`config.mk`:
```
export PLATFORM = sky130hd
export DESIGN_NAME = load_store_unit
export DESIGN_NICKNAME = d
export VERILOG_FILES = /design/src/rtl/lsu_pkg.sv /design/src/rtl/lsu_lane_align.sv /design/src/rtl/load_store_unit.sv
export SDC_FILE = /design/constraint.sdc
export NUM_CORES = 1
export LEC_CHECK = 0
export CAP_MARGIN = 20
export CORE_MARGIN = 2
export CORE_UTILIZATION = 45
export CTS_BUF_LIST = sky130_fd_sc_hd__clkbuf_2 sky130_fd_sc_hd__clkbuf_4 sky130_fd_sc_hd__clkbuf_8
export CTS_CLUSTER_DIAMETER = 40
export DETAILED_ROUTE_END_ITERATION = 6
export DONT_BUFFER_PORTS = 1
export PLACE_DENSITY_LB_ADDON = 0.25
export SYNTH_ARGS = -nofsm -noshare
export SYNTH_HDL_FRONTEND = slang
export SYNTH_HIERARCHICAL = 1
export SYNTH_SLANG_ARGS = --single-unit
```
`constraint.sdc`:
```
create_clock -name clock -period 3.1 [get_ports clock]
set_input_delay 0.62 -clock clock [delete_from_list [all_inputs] [get_ports clock]]
set_output_delay 0.62 -clock clock [all_outputs]
set_load 0.01 [all_outputs]
```
`src/rtl/lsu_pkg.sv`:
```
// Shared encodings and alignment helpers for the load/store unit.
// Consumed by load_store_unit and lsu_lane_align via import lsu_pkg::*.
package lsu_pkg;

    localparam int ADDR_W = 7;
    localparam int WORD_W = 32;
    localparam int HALF_W = 16;
    localparam int BYTE_W = 8;

    typedef enum logic [1:0] {
        SZ_BYTE = 2'b00,
        SZ_HALF = 2'b01,
        SZ_WORD = 2'b10,
        SZ_RSVD = 2'b11
    } size_e;

    typedef enum logic [1:0] {
        IDLE = 2'b00,
        RD   = 2'b01,
        WR   = 2'b10,
        RESP = 2'b11
    } state_e;

    // A reserved size is never a legal access, whatever the address.
    function automatic logic misaligned(input size_e size, input logic [1:0] offset);
        case (size)
            SZ_BYTE: return 1'b0;
            SZ_HALF: return offset[0];
            SZ_WORD: return offset != 2'b00;
            default: return 1'b1;
        endcase
    endfunction

    function automatic logic [ADDR_W-1:0] align_addr(input size_e size, input logic [ADDR_W-1:0] addr);
        case (size)
            SZ_HALF: return {addr[ADDR_W-1:1], 1'b0};
            SZ_WORD: return {addr[ADDR_W-1:2], 2'b00};
            default: return addr;
        endcase
    endfunction

endpackage

```
`src/rtl/lsu_lane_align.sv`:
```
// Combinational lane logic: extracts and extends a load lane from a memory
// word, and merges store data into the addressed lane(s) of a captured word.
module lsu_lane_align
    import lsu_pkg::*;
(
    input  logic [WORD_W-1:0] load_word,
    input  logic [WORD_W-1:0] store_base,
    input  logic [WORD_W-1:0] store_data,
    input  size_e             size,
    input  logic [1:0]        offset,
    input  logic              is_unsigned,
    output logic [WORD_W-1:0] load_data,
    output logic [WORD_W-1:0] store_word
);

    logic [BYTE_W-1:0] load_byte;
    logic [HALF_W-1:0] load_half;

    always_comb begin
        // NOTE: every always_comb output gets a default first so no path infers a latch.
        load_byte  = load_word[{offset, 3'b000} +: BYTE_W];
        load_half  = load_word[{offset[1], 4'b0000} +: HALF_W];
        load_data  = load_word;
        store_word = store_data;
        case (size)
            SZ_BYTE: begin
                load_data  = {{(WORD_W-BYTE_W){~is_unsigned & load_byte[BYTE_W-1]}}, load_byte};
                store_word = store_base;
                store_word[{offset, 3'b000} +: BYTE_W] = store_data[BYTE_W-1:0];
            end
            SZ_HALF: begin
                load_data  = {{(WORD_W-HALF_W){~is_unsigned & load_half[HALF_W-1]}}, load_half};
                store_word = store_base;
                store_word[{offset[1], 4'b0000} +: HALF_W] = store_data[HALF_W-1:0];
            end
            default: ;
        endcase
    end

endmodule

```
`src/rtl/load_store_unit.sv`:
```
// Load/store unit: single-outstanding CPU requests to a word-addressed memory,
// with read-modify-write for sub-word stores. Optional macro LSU_ALIGN_CHECK_EN
// turns misaligned/reserved requests into error responses instead of aligning them.
module load_store_unit
    import lsu_pkg::*;
(
    input  logic              clock,
    input  logic              reset_n,
    input  logic              req_valid,
    output logic              req_ready,
    input  logic              req_write,
    input  logic [1:0]        req_size,
    input  logic              req_unsigned,
    input  logic [ADDR_W-1:0] req_addr,
    input  logic [WORD_W-1:0] req_wdata,
    output logic              rsp_valid,
    output logic [WORD_W-1:0] rsp_rdata,
    output logic              rsp_err,
    output logic              MemRead,
    output logic              MemWrite,
    output logic [ADDR_W-1:0] mem_address,
    output logic [WORD_W-1:0] WriteData,
    input  logic [WORD_W-1:0] ReadData
);

    state_e            state;
    logic              write_q;
    logic              unsigned_q;
    size_e             size_q;
    logic [ADDR_W-1:0] addr_q;
    logic [WORD_W-1:0] wdata_q;
    logic [WORD_W-1:0] rd_word;
    logic              mem_read_q;
    logic              mem_write_q;

    size_e             eff_size;
    logic [ADDR_W-1:0] eff_addr;
    logic              req_bad;
    logic [WORD_W-1:0] load_data;
    logic [WORD_W-1:0] merge_word;

    always_comb begin
`ifdef LSU_ALIGN_CHECK_EN
        eff_size = size_e'(req_size);
        eff_addr = req_addr;
        req_bad  = misaligned(size_e'(req_size), req_addr[1:0]);
`else
        eff_size = (size_e'(req_size) == SZ_RSVD) ? SZ_WORD : size_e'(req_size);
        eff_addr = align_addr(eff_size, req_addr);
        req_bad  = 1'b0;
`endif
    end

    lsu_lane_align u_lane_align (
        .load_word   (ReadData),
        .store_base  (rd_word),
        .store_data  (wdata_q),
        .size        (size_q),
        .offset      (addr_q[1:0]),
        .is_unsigned (unsigned_q),
        .load_data   (load_data),
        .store_word  (merge_word)
    );

    // NOTE: the reset is synchronous, so the strobes are also gated by reset_n
    // combinationally; otherwise a reset during RD/WR would still hit memory.
    assign MemRead     = mem_read_q & reset_n;
    assign MemWrite    = mem_write_q & reset_n;
    assign mem_address = {addr_q[ADDR_W-1:2], 2'b00};
    assign WriteData   = (state == WR) ? merge_word : '0;

    // NOTE: all state uses non-blocking assignments so every register samples pre-edge values.
    always_ff @(posedge clock) begin
        if (!reset_n) begin
            state       <= IDLE;
            write_q     <= 1'b0;
            unsigned_q  <= 1'b0;
            size_q      <= SZ_BYTE;
            addr_q      <= '0;
            wdata_q     <= '0;
            rd_word     <= '0;
            mem_read_q  <= 1'b0;
            mem_write_q <= 1'b0;
            req_ready   <= 1'b1;
            rsp_valid   <= 1'b0;
            rsp_rdata   <= '0;
            rsp_err     <= 1'b0;
        end else begin
            rsp_valid <= 1'b0;
            rsp_rdata <= '0;
            rsp_err   <= 1'b0;
            case (state)
                IDLE: begin
                    if (req_valid) begin
                        write_q    <= req_write;
                        unsigned_q <= req_unsigned;
                        size_q     <= eff_size;
                        addr_q     <= eff_addr;
                        wdata_q    <= req_wdata;
                        req_ready  <= 1'b0;
                        if (req_bad) begin
                            state     <= RESP;
                            rsp_valid <= 1'b1;
                            rsp_err   <= 1'b1;
                        end else if (req_write && eff_size == SZ_WORD) begin
                            state       <= WR;
                            mem_write_q <= 1'b1;
                        end else begin
                            state      <= RD;
                            mem_read_q <= 1'b1;
                        end
                    end
                end
                RD: begin
                    mem_read_q <= 1'b0;
                    rd_word    <= ReadData;
                    if (write_q) begin
                        state       <= WR;
                        mem_write_q <= 1'b1;
                    end else begin
                        state     <= RESP;
                        rsp_valid <= 1'b1;
                        rsp_rdata <= load_data;
                    end
                end
                WR: begin
                    mem_write_q <= 1'b0;
                    state       <= RESP;
                    rsp_valid   <= 1'b1;
                end
                RESP: begin
                    state     <= IDLE;
                    req_ready <= 1'b1;
                end
                default: state <= IDLE;
            endcase
        end
    end

endmodule

```
==> results_dict.tcl, run 1 <==
set metrics [dict create \
    finalClockSkew_ps 13.13 \
    number_of_nets_with_antenna_violations_after_detailed_routing 0 \
    antenna_diode_count 0 \
    h-tree-depth 4 \
    whs_endpoint "size_q[1]$_SDFFE_PN0P_" \
    synth_compound_area_share_pct 19.48 \
    vdd_drop_max_uv 407.2 \
    final_critical_path_setup_slack_ps 170.0 \
    yosys.area_share.adder_pct 1.758 \
    rrSetupSlack_ps 1070 \
    initial_standard_cell_utilization_of_the_core_pct 46.14 \
    postCtsHoldBufs 0 \
    netlist_area_mm2 0.006405 \
    postSynthRegisterBits 113 \
    holdCritPathClass "in -> reg" \
    status "complete, no violations" \
    yosys-mux-area-fraction_pct 9.963 \
    post_synth_main_area_contributors "sky130_fd_sc_hd__dfxtp_1 (35%), sky130_fd_sc_hd__nand2_1 (8.6%), sky130_fd_sc_hd__mux2i_1 (6.6%)" \
    synth_top_flop_cell "sky130_fd_sc_hd__dfxtp_1" \
    overall_routing_resource_usage_pct 25.25 \
    clock_tree.buffer_depth 2 \
    ctsRootBufferMaster "sky130_fd_sc_hd__clkbuf_8" \
    dr.first_iter.drc_count 501 \
    number_of_antenna_violations_at_the_first_check_in_global_routing 0 \
    rsz_0062_raised_after_global_routing "false" \
    synthCells 754 \
    fp.dieH_um 123.3 \
    drt-pass1-iter-count 7 \
    grt_first_pass_wirelength_um 28380 \
    clock_insertion_delay_worst_skew_ps 450 \
    synth_cell_types 56 \
    post-route-util_pct 48.61 \
    route.detailed.drc 0 \
    syn_to_final_growth_pct 5.353 \
    layout.cells.non_filler 917 \
    worstPathMaxFanout 32 \
    hold_violations 0 \
    final_nets 811 \
    drive_above_1_share_pct 13.30 \
    rows 43 \
    die_width_um 123.3 \
    syn_area_per_cell_um2 8.495 \
    detail_route.vias_per_cell 5.858 \
    final_min_period_over_clock_period_pct 94.52 \
    synth_area_leader_cell "sky130_fd_sc_hd__dfxtp_1" \
    endpoint_kind "output pin" \
    fmax_mhz 341.3 \
    min_path_cells 2 \
    worst_setup_path_start_kind "flip-flop" \
    worst_r2r_path_depth 6 \
    worstHoldStart "req_size[1]" \
    tightestPinTransition_ps 849.2 \
    synth_simple_gate_area_share_pct 25.88 \
    synthMostInstantiatedCell "sky130_fd_sc_hd__nand2_1" \
    final_design_area_no_fill_mm2 0.006748 \
    worstPathRequired_ps 2480 \
    grt_max_degree 117 \
    design.portCount 154 \
    fp.dieArea_mm2 0.01520 \
    dp_hpwl_um 13970 \
    tritoncts_clock_tree "yes" \
    buffer_ports.inserted 0 \
    synth.cells.most_frequent "sky130_fd_sc_hd__nand2_1 (146), sky130_fd_sc_hd__dfxtp_1 (113), sky130_fd_sc_hd__nor2b_1 (60)" \
    synth_top_family_by_area "simple AND/OR/NAND/NOR gates" \
    cts_made_buffers 17 \
    number_of_max_cap_violations 0 \
    power.leakage_nw 2.654 \
    timing.rr.start "addr_q[1]$_SDFFE_PN0P_" \
    gp_routability_congestion 0.9162 \
    yosys_warnings 6 \
    wl_per_cell_um 20.98 \
    grt_remaining_overflow 0 \
    route.final.wire_length_um 19240 \
    tmin_final_ps 2930 \
    power_density_mw_per_mm2 766.0 \
    yosysTopAreaCellShare_pct 35.32 \
    maxSlewHeadroom_pct 43.18 \
    tns_ps 0 \
    async_reset_ff_share_pct 0 \
    vias 5372 \
    total_of_endpoints_with_negative_setup_slack_in_the_final_report 0 \
    timing.critical_path.arrival_ps 2310 \
    synth_enable_flop_cells 0 \
    yosys.area_share.xor_xnor_pct 0 \
    dp_slack_ps 501.1 \
    dpl.cell_count 885 \
    clk_pin_slew_ps 70 \
    core_box_area_mm2 0.01388 \
    dpl-instance-area_mm2 0.006355 \
    first_global_vias 4927 \
    final_max_slew_viol_count 0 \
    yosysSeqAreaShare_pct 35.32 \
    critical_path_class "reg -> out" \
    r2r_end "rsp_rdata[10]$_SDFF_PP0_" \
    tritoncts_num_sinks 113 \
]
metrics by stage:
step           total power, mW  hold WS (ps)
3_3_place_gp             3.793         446.9
2_1_floorplan            3.552         435.1
3_5_place_dp             3.861         451.0
6_report                 5.169         290.9
5_1_grt                  5.487         255.8
4_1_cts                  5.187         249.8
report_power, final:
part / internal, mW / leakage, nW / total, mW / switching [mW]
combinational: 0.760 / 1.55 / 1.82 / 1.06
sequential: 1.74 / 0.922 / 2.03 / 0.289
clock: 0.670 / 0.179 / 1.32 / 0.654
cell families after synthesis:
group                      Yosys count
and+or+nand+nor                    328
AOI/OAI and AO/OA                  165
DFF                                113
buffers and inverters               78
muxes                               60
adders and majority gates            9
other                                1
critical path, stage by stage, from the launching register on:
cell and delay, ps:
sky130_fd_sc_hd__dfxtp_1 400, sky130_fd_sc_hd__buf_12 220, sky130_fd_sc_hd__ha_1 230, sky130_fd_sc_hd__nor2_1 140, sky130_fd_sc_hd__a22oi_1 330, sky130_fd_sc_hd__nor2_1 80, sky130_fd_sc_hd__a221o_1 270, sky130_fd_sc_hd__and2_1 190
layer usage:
metal  track usage (%)  vias to the layer above  part of all wire, %
li1                  -                     2546                    -
met1             32.20                     2535                   42
met2             38.46                      252                   46
met3             9.363                       39                  9.9
met4             10.23                        0                  2.6
met5                 0                        -                    0
sequential cells by signal (all words and copies together), names as in the netlist, 2 cells and up:
register   flops
rd_word       32
rsp_rdata     32
wdata_q       32
addr_q         7
size_q         2
state          2
cell usage in the layout (no fill, tap or decap), types with 4 or more instances in the layout:
| cell | n |
|---|---|
| sky130_fd_sc_hd__nand2b_1 | 11 |
| sky130_fd_sc_hd__o21ai_0 | 7 |
| sky130_fd_sc_hd__and2_1 | 33 |
| sky130_fd_sc_hd__mux2_1 | 5 |
| sky130_fd_sc_hd__dfxtp_1 | 112 |
| sky130_fd_sc_hd__a21boi_1 | 38 |
| sky130_fd_sc_hd__clkinv_2 | 4 |
| sky130_fd_sc_hd__inv_1 | 5 |
| sky130_fd_sc_hd__ha_1 | 7 |
| sky130_fd_sc_hd__nand2_1 | 146 |
| sky130_fd_sc_hd__nor2_1 | 23 |
| sky130_fd_sc_hd__clkbuf_8 | 19 |
| sky130_fd_sc_hd__o221ai_1 | 8 |
| sky130_fd_sc_hd__a211o_1 | 5 |
| sky130_fd_sc_hd__buf_4 | 21 |
| sky130_fd_sc_hd__a21oi_2 | 10 |
| sky130_fd_sc_hd__nor2b_1 | 60 |
| sky130_fd_sc_hd__a221o_1 | 17 |
| sky130_fd_sc_hd__and3_1 | 29 |
| sky130_fd_sc_hd__a22oi_1 | 13 |
| sky130_fd_sc_hd__a22o_1 | 11 |
| sky130_fd_sc_hd__a21oi_1 | 33 |
| sky130_fd_sc_hd__mux2_2 | 11 |
| sky130_fd_sc_hd__a222oi_1 | 7 |
| sky130_fd_sc_hd__clkinvlp_4 | 5 |
| sky130_fd_sc_hd__mux2i_1 | 42 |
final cells by class:
type | instances | area (um2)
multi-input cells | 565 | 3687
fillers | 1367 | 7133
repair buffers | 22 | 177.7
inverters | 5 | 18.77
clock inverters | 13 | 113.9
well taps | 180 | 225.2
clock buffers | 19 | 261.5
flip-flops and latches | 113 | 2263
worst max-delay path by stage:
stage                     cells past startpoint  slack [ps]                    from       endpoint
after CTS                                     6          10  addr_q[1]$_SDFFE_PN0P_  WriteData[18]
after floorplan                               9         330  addr_q[1]$_SDFFE_PN0P_  WriteData[24]
final                                         7         170  addr_q[1]$_SDFFE_PN0P_  WriteData[20]
after global placement                        6         600  addr_q[1]$_SDFFE_PN0P_  WriteData[20]
after global routing                          7          20  addr_q[1]$_SDFFE_PN0P_  WriteData[16]
after detailed placement                      6         500  addr_q[1]$_SDFFE_PN0P_  WriteData[18]
repair_timing:
item	in CTS	in global routing
setup endpoints to repair	0	18
setup buffers	0	0
resized for setup	0	7
hold endpoints to repair	0	0
(Power assumes the default switching activity.)
==> inputs of run 2 (changes only) <==
==> constraint.sdc (replaced) <==
create_clock -name clock -period 2.6 [get_ports clock]
set_input_delay 0.52 -clock clock [delete_from_list [all_inputs] [get_ports clock]]
set_output_delay 0.52 -clock clock [all_outputs]
set_load 0.01 [all_outputs]
==> run 2 against run 1 <==
  * The run now ends with DRC, setup timing left
  * Register-to-register slack lost 770 ps
  * Largest power group unchanged
  * Sequential power grew 19%
  * Die area is the same
  * Critical path type unchanged
  * Global-route usage grew 0.15 points
  * Non-clock buffer count grew 19
  * Via count increased by 1.9%
  * Power is 23% higher
  * Utilization up 3.1 points
==> results_dict.tcl, run 2 (synthesized netlist as in run 1, its figures left out) <==
set metrics [dict create \
    status "finished with violations" \
    failed_checks "DRC, setup timing" \
    dpl-instance-area_mm2 0.006395 \
    grt_max_degree 117 \
    detail_route.vias_per_cell 5.869 \
    largestRegisters "rd_word x32, rsp_rdata x32, wdata_q x32" \
    number_of_max_cap_violations 0 \
    total_of_endpoints_with_negative_setup_slack_in_the_final_report 9 \
    share_clk_of_total_power_pct 24.0 \
    h-tree-depth 4 \
    drt-pass1-iter-count 7 \
    fp.dieH_um 123.3 \
    initial_standard_cell_utilization_of_the_core_pct 46.14 \
    endpoint_kind "output pin" \
    drive_above_1_share_pct 21.65 \
    dp_hpwl_um 13640 \
    final_design_area_no_fill_mm2 0.007177 \
    finalClockSkew_ps 8.422 \
    clock_insertion_delay_worst_skew_ps 440 \
    p_seq_share_pct 38.1 \
    rsz_0062_raised_after_global_routing "true" \
    final_max_slew_viol_count 0 \
    maxSlewHeadroom_pct 62.26 \
    dp_slack_ps 237.6 \
    timing.critical_path.arrival_ps 2120 \
    holdCritPathClass "in -> reg" \
    worstPathMaxFanout 24 \
    ctsRootBufferMaster "sky130_fd_sc_hd__clkbuf_8" \
    final_critical_path_setup_slack_ps -42.05 \
    cts_made_buffers 17 \
    vias 5476 \
    timing.critical_path.cells "buf_4, inv_1, a21oi_1, a22o_1, and2_4" \
    overall_routing_resource_usage_pct 25.40 \
    worstPathRequired_ps 2080 \
    power_density_mw_per_mm2 882.9 \
    combinationalPowerShare_pct 37.9 \
    final_nets 830 \
    tritoncts_clock_tree "yes" \
    tmin_final_ps 2642 \
    core_box_area_mm2 0.01388 \
    final.hold.worst_slack_ps 207.6 \
    die_width_um 123.3 \
    switching_part_of_the_total_pct 37.52 \
    number_of_antenna_violations_at_the_first_check_in_global_routing 0 \
    power.net_switching_mw 2.377 \
    buffer_ports.inserted 0 \
    fmax_mhz 378.5 \
    wl_per_cell_um 20.87 \
    tritoncts_num_sinks 113 \
    internal-power_mw 3.959 \
    fp.dieArea_mm2 0.01520 \
    clk_pin_slew_ps 70 \
    tightestPinTransition_ps 566.1 \
    grt_first_pass_wirelength_um 28940 \
    vdd_drop_max_uv 414.8 \
    clock_tree.buffer_depth 2 \
    critical_path_class "reg -> out" \
    design.portCount 154 \
    critical-path-slowest-cell "sky130_fd_sc_hd__dfxtp_1" \
    layout.cells.most_common "sky130_fd_sc_hd__nand2_1" \
    hold_violations 0 \
    rows 43 \
    final.fill_count 1330 \
    antenna_diode_count 0 \
    most_frequent_cells_in_the_layout "sky130_fd_sc_hd__nand2_1 (143), sky130_fd_sc_hd__dfxtp_1 (110), sky130_fd_sc_hd__nor2b_1 (60)" \
    power.leakage_nw 2.857 \
    final_min_period_over_clock_period_pct 101.6 \
    worst_setup_path_start_kind "flip-flop" \
    dr.first_iter.drc_count 518 \
    number_of_nets_with_antenna_violations_after_detailed_routing 0 \
    syn_to_final_growth_pct 12.05 \
    first_global_vias 5147 \
    grt_remaining_overflow 0 \
    delay_of_the_slowest_cell_on_the_worst_path_ps 470 \
    gp_routability_congestion 0.8766 \
    route.final.wire_length_um 19470 \
    route.detailed.drc 13 \
]
[run 2: cell count changes in the layout (fill, tap and decap cells not counted), sizes merged]
cell,previous run,this run
clkinv,7,6
bufbuf,0,1
clkinvlp,5,0
buf,22,40
clkbuf,19,22
[run 2: worst max-delay path, delay by kind of cell (launching register included)]
kind | cells | cell delay (ps)
AND/OR/NAND/NOR | 1 | 150
buffers and inverters | 2 | 560
AO/OA/AOI/OAI | 2 | 490
flip-flops | 1 | 470
[run 2: final timing paths]
kind	start	endpoint	slack, ps	depth (start not counted)
hold reg to reg	wdata_q[26]$_SDFFE_PN0P_	wdata_q[26]$_SDFFE_PN0P_	450	2
setup reg to reg	addr_q[1]$_SDFFE_PN0P_	rsp_rdata[10]$_SDFF_PP0_	300	8
setup / recovery	size_q[0]$_SDFFE_PN0P_	WriteData[1]	-40	5
hold / removal	req_addr[3]	addr_q[3]$_SDFFE_PN0P_	210	2
[run 2: routing by layer]
layer  up-vias  GRT usage (%)  share of wire, %
met5         -              0                 0
li1       2575              -                 -
met1      2576          32.69                43
met3        34          8.764               9.7
met2       291          38.87                44
met4         0          10.23               2.9
[run 2: final cells by class]
class                           instances  area, um2  area share, %
Clock inverter                          7      60.06         0.8368
Multi-Input combinational cell        565       3886          54.15
Inverter                                5      21.27         0.2964
Timing Repair Buffer                   41      416.7          5.805
Clock buffer                           22      296.5          4.132
Tap cell                              180      225.2          3.138
Sequential cell                       113       2271          31.64
[run 2: stage by stage]
step           cells  util, %  power (mW)  TNS (ps)
4_1_cts          929    50.96       6.277    -150.1
6_report         933    51.70       6.336    -239.7
5_1_grt          933    51.70       6.700     -2174
3_5_place_dp     889    46.07       4.619         0
2_1_floorplan    756        -       4.238         0
3_3_place_gp     889    46.07       4.539         0
[run 2: timing repair]
item	4_1_cts	5_1_grt
hold buffers	0	0
pin swaps	18	11
gates resized for setup	56	18
gates cloned	2	0
endpoints found under the setup margin	32	32
buffers inserted	10	4
endpoints found under the hold margin	0	0
[run 2: power by group through the flow]
stage / registers (mW) / logic [mW] / clock network, mW
floorplan: 2.30 / 1.94 / 0
global placement: 2.42 / 2.11 / 0
detailed placement: 2.44 / 2.18 / 0
CTS: 2.41 / 2.33 / 1.54
global route: 2.44 / 2.63 / 1.63
finish: 2.41 / 2.40 / 1.52
==> inputs of run 3 (changes only) <==
--- a/config.mk
+++ b/config.mk
@@ -6,7 +6,6 @@
 export NUM_CORES = 1
 export LEC_CHECK = 0
 export CAP_MARGIN = 20
-export CORE_MARGIN = 2
 export CORE_UTILIZATION = 45
 export CTS_BUF_LIST = sky130_fd_sc_hd__clkbuf_2 sky130_fd_sc_hd__clkbuf_4 sky130_fd_sc_hd__clkbuf_8
 export CTS_CLUSTER_DIAMETER = 40
==> run 3 against run 2 <==
  * The run still ends with DRC, setup timing left
  * Global-route usage is 1.5 points higher
  * Worst hold slack worse by 9.4 ps
  * Sequential share of layout area hardly changed
  * Sequential power hardly changed
  * Wire length is 0.37% higher
  * Via count is 0.44% lower
  * Cell count is 0.32% lower
  * Register-to-register slack worse by 90 ps
  * Critical endpoint is now WriteData[6]
  * Highest routed layer unchanged
==> results_dict.tcl, run 3 (synthesized netlist as in run 1, its figures left out) <==
set metrics [dict create \
    fmax_mhz 382.4 \
    drive_above_1_share_pct 22.67 \
    rows 43 \
    dp_hpwl_um 13550 \
    number_of_nets_with_antenna_violations_after_detailed_routing 0 \
    number_of_antenna_violations_at_the_first_check_in_global_routing 0 \
    finalClockSkew_ps 12.50 \
    vias 5452 \
    multiInputGateArea_mm2 0.003929 \
    worstPathRequired_ps 2080 \
    cts_made_buffers 17 \
    endpoint_kind "output pin" \
    whs_endpoint "size_q[1]$_SDFFE_PN0P_" \
    h-tree-depth 4 \
    failed_checks "DRC, setup timing" \
    die_width_um 121.3 \
    power.leakage_nw 2.858 \
    status "finished with violations" \
    most_frequent_cells_in_the_layout "sky130_fd_sc_hd__nand2_1 (142), sky130_fd_sc_hd__dfxtp_1 (109), sky130_fd_sc_hd__nor2b_1 (60)" \
    wl_per_cell_um 21.01 \
    final_design_area_no_fill_mm2 0.007182 \
    worst_setup_path_start_kind "flip-flop" \
    grt_first_pass_wirelength_um 29610 \
    final.fill_count 1308 \
    r2r_end "rsp_rdata[6]$_SDFF_PP0_" \
    maxSlewHeadroom_pct 40.49 \
    route.final.wire_length_um 19540 \
    postCtsHoldBufs 0 \
    design.portCount 154 \
    antenna_diode_count 0 \
    core_box_area_mm2 0.01388 \
    total_of_endpoints_with_negative_setup_slack_in_the_final_report 3 \
    critical-path-slowest-cell "sky130_fd_sc_hd__dfxtp_4" \
    buffer_ports.inserted 0 \
    worst_r2r_path_depth 8 \
    final_nets 827 \
    gp_routability_congestion 0.9095 \
    detail_route.vias_per_cell 5.862 \
    route.detailed.drc 1 \
    tmin_final_ps 2615 \
    worstPathMaxFanout 7 \
    layout.cells.most_common "sky130_fd_sc_hd__nand2_1" \
    tightestPinTransition_ps 890.8 \
    layout.cells.non_filler 930 \
    grt_remaining_overflow 0 \
    fp.dieArea_mm2 0.01471 \
    hold_violations 0 \
    fp.dieH_um 121.3 \
    min_path_cells 2 \
    tritoncts_clock_tree "yes" \
    syn_to_final_growth_pct 12.13 \
    grt_max_degree 117 \
    dpl.cell_count 887 \
    clock_insertion_delay_worst_skew_ps 450 \
    first_global_vias 5215 \
    worstHoldStart "req_size[1]" \
    holdCritPathClass "in -> reg" \
    rsz_0062_raised_after_global_routing "true" \
    initial_standard_cell_utilization_of_the_core_pct 46.14 \
    tritoncts_num_sinks 113 \
    clock_tree.buffer_depth 2 \
    timing.rr.start "addr_q[0]$_SDFFE_PN0P_" \
    crit_path_max_delay_family "simple AND/OR/NAND/NOR gates" \
    timing.critical_path.cells "inv_4, ha_4, nor4bb_4, buf_6, a21oi_2, nor2_1, a221o_1, and2_4" \
    ff_latch_area_mm2 0.002275 \
    clk_pin_slew_ps 60 \
    overall_routing_resource_usage_pct 26.88 \
    finalPower_mw 6.380 \
    dr.first_iter.drc_count 497 \
    critical_path_class "reg -> out" \
    dpl-instance-area_mm2 0.006380 \
    timing.critical_path.arrival_ps 2090 \
    delay_of_the_slowest_cell_on_the_worst_path_ps 400 \
    final_min_period_over_clock_period_pct 100.6 \
    ctsRootBufferMaster "sky130_fd_sc_hd__clkbuf_8" \
    number_of_max_cap_violations 0 \
    timing.critical_path.buf_inv 2 \
    vdd_drop_max_uv 473.7 \
    power_density_mw_per_mm2 888.3 \
    final_critical_path_setup_slack_ps -14.85 \
    rrSetupSlack_ps 210 \
    drt-pass1-iter-count 7 \
    final_max_slew_viol_count 0 \
    largestRegisters "rd_word x32, rsp_rdata x32, wdata_q x32" \
]
## run 3: repair_timing
action,CTS,global route
endpoints found under the setup margin,32,32
pin swaps,16,28
endpoints found under the hold margin,0,0
resized for setup,59,28
gates cloned,3,0
buffers inserted,10,2
## run 3: area by class of cell
class / count / share of cell area, %
clock inverter: 6 / 0.8014
tap: 180 / 3.136
multi-input combinational: 565 / 54.70
sequential: 113 / 31.67
timing repair buffer: 38 / 5.157
inverter: 5 / 0.2962
clock buffer: 23 / 4.233
## run 3: worst reg2reg max path: stages (launching register included)
cell                      delay, ps
sky130_fd_sc_hd__dfxtp_2        340
sky130_fd_sc_hd__buf_6          120
sky130_fd_sc_hd__buf_4          140
sky130_fd_sc_hd__buf_4          140
sky130_fd_sc_hd__nor2b_1        710
sky130_fd_sc_hd__nor2_1         260
sky130_fd_sc_hd__a22oi_1        310
sky130_fd_sc_hd__o21ai_0        110
sky130_fd_sc_hd__and3_1         180
## run 3: worst max-delay path by stage
stage / from / endpoint / slack, ps / cells after the start
3_5_place_dp: addr_q[1]$_SDFFE_PN0P_ / WriteData[18] / 250 / 6
5_1_grt: addr_q[1]$_SDFFE_PN0P_ / WriteData[0] / -120 / 8
2_1_floorplan: addr_q[1]$_SDFFE_PN0P_ / WriteData[19] / 20 / 10
6_report: addr_q[1]$_SDFFE_PN0P_ / WriteData[6] / -10 / 8
4_1_cts: addr_q[1]$_SDFFE_PN0P_ / WriteData[7] / -30 / 6
3_3_place_gp: addr_q[0]$_SDFFE_PN0P_ / WriteData[23] / 270 / 6
## run 3: metal layers
metal  vias to the layer above  global-route usage [%]  share of wire, %
li1                       2572                       -                 -
met3                        53                   6.861               8.0
met1                      2561                   34.28                44
met2                       266                   41.73                45
met4                         0                   13.43               3.4
met5                         -                       0                 0
## run 3: report_power, final
group / leakage (nW) / total [mW] / internal, mW / switching (mW)
registers: 0.925 / 2.42 / 2.07 / 0.346
logic: 1.74 / 2.40 / 1.05 / 1.35
clock network: 0.190 / 1.56 / 0.854 / 0.704
total: 2.86 / 6.38 / 3.98 / 2.40
## run 3: per-stage QoR
stage / TNS, ps / util [%] / setup slack, ps / hold slack (ps)
floorplan: 0 / - / 21.34 / 435.1
CTS: -122.6 / 51.16 / -31.48 / 155.0
finish: -36.68 / 51.74 / -14.85 / 198.2
global placement: 0 / 45.96 / 269.3 / 448.6
global route: -1692 / 51.74 / -116.1 / 188.0
detailed placement: 0 / 45.96 / 252.2 / 451.7
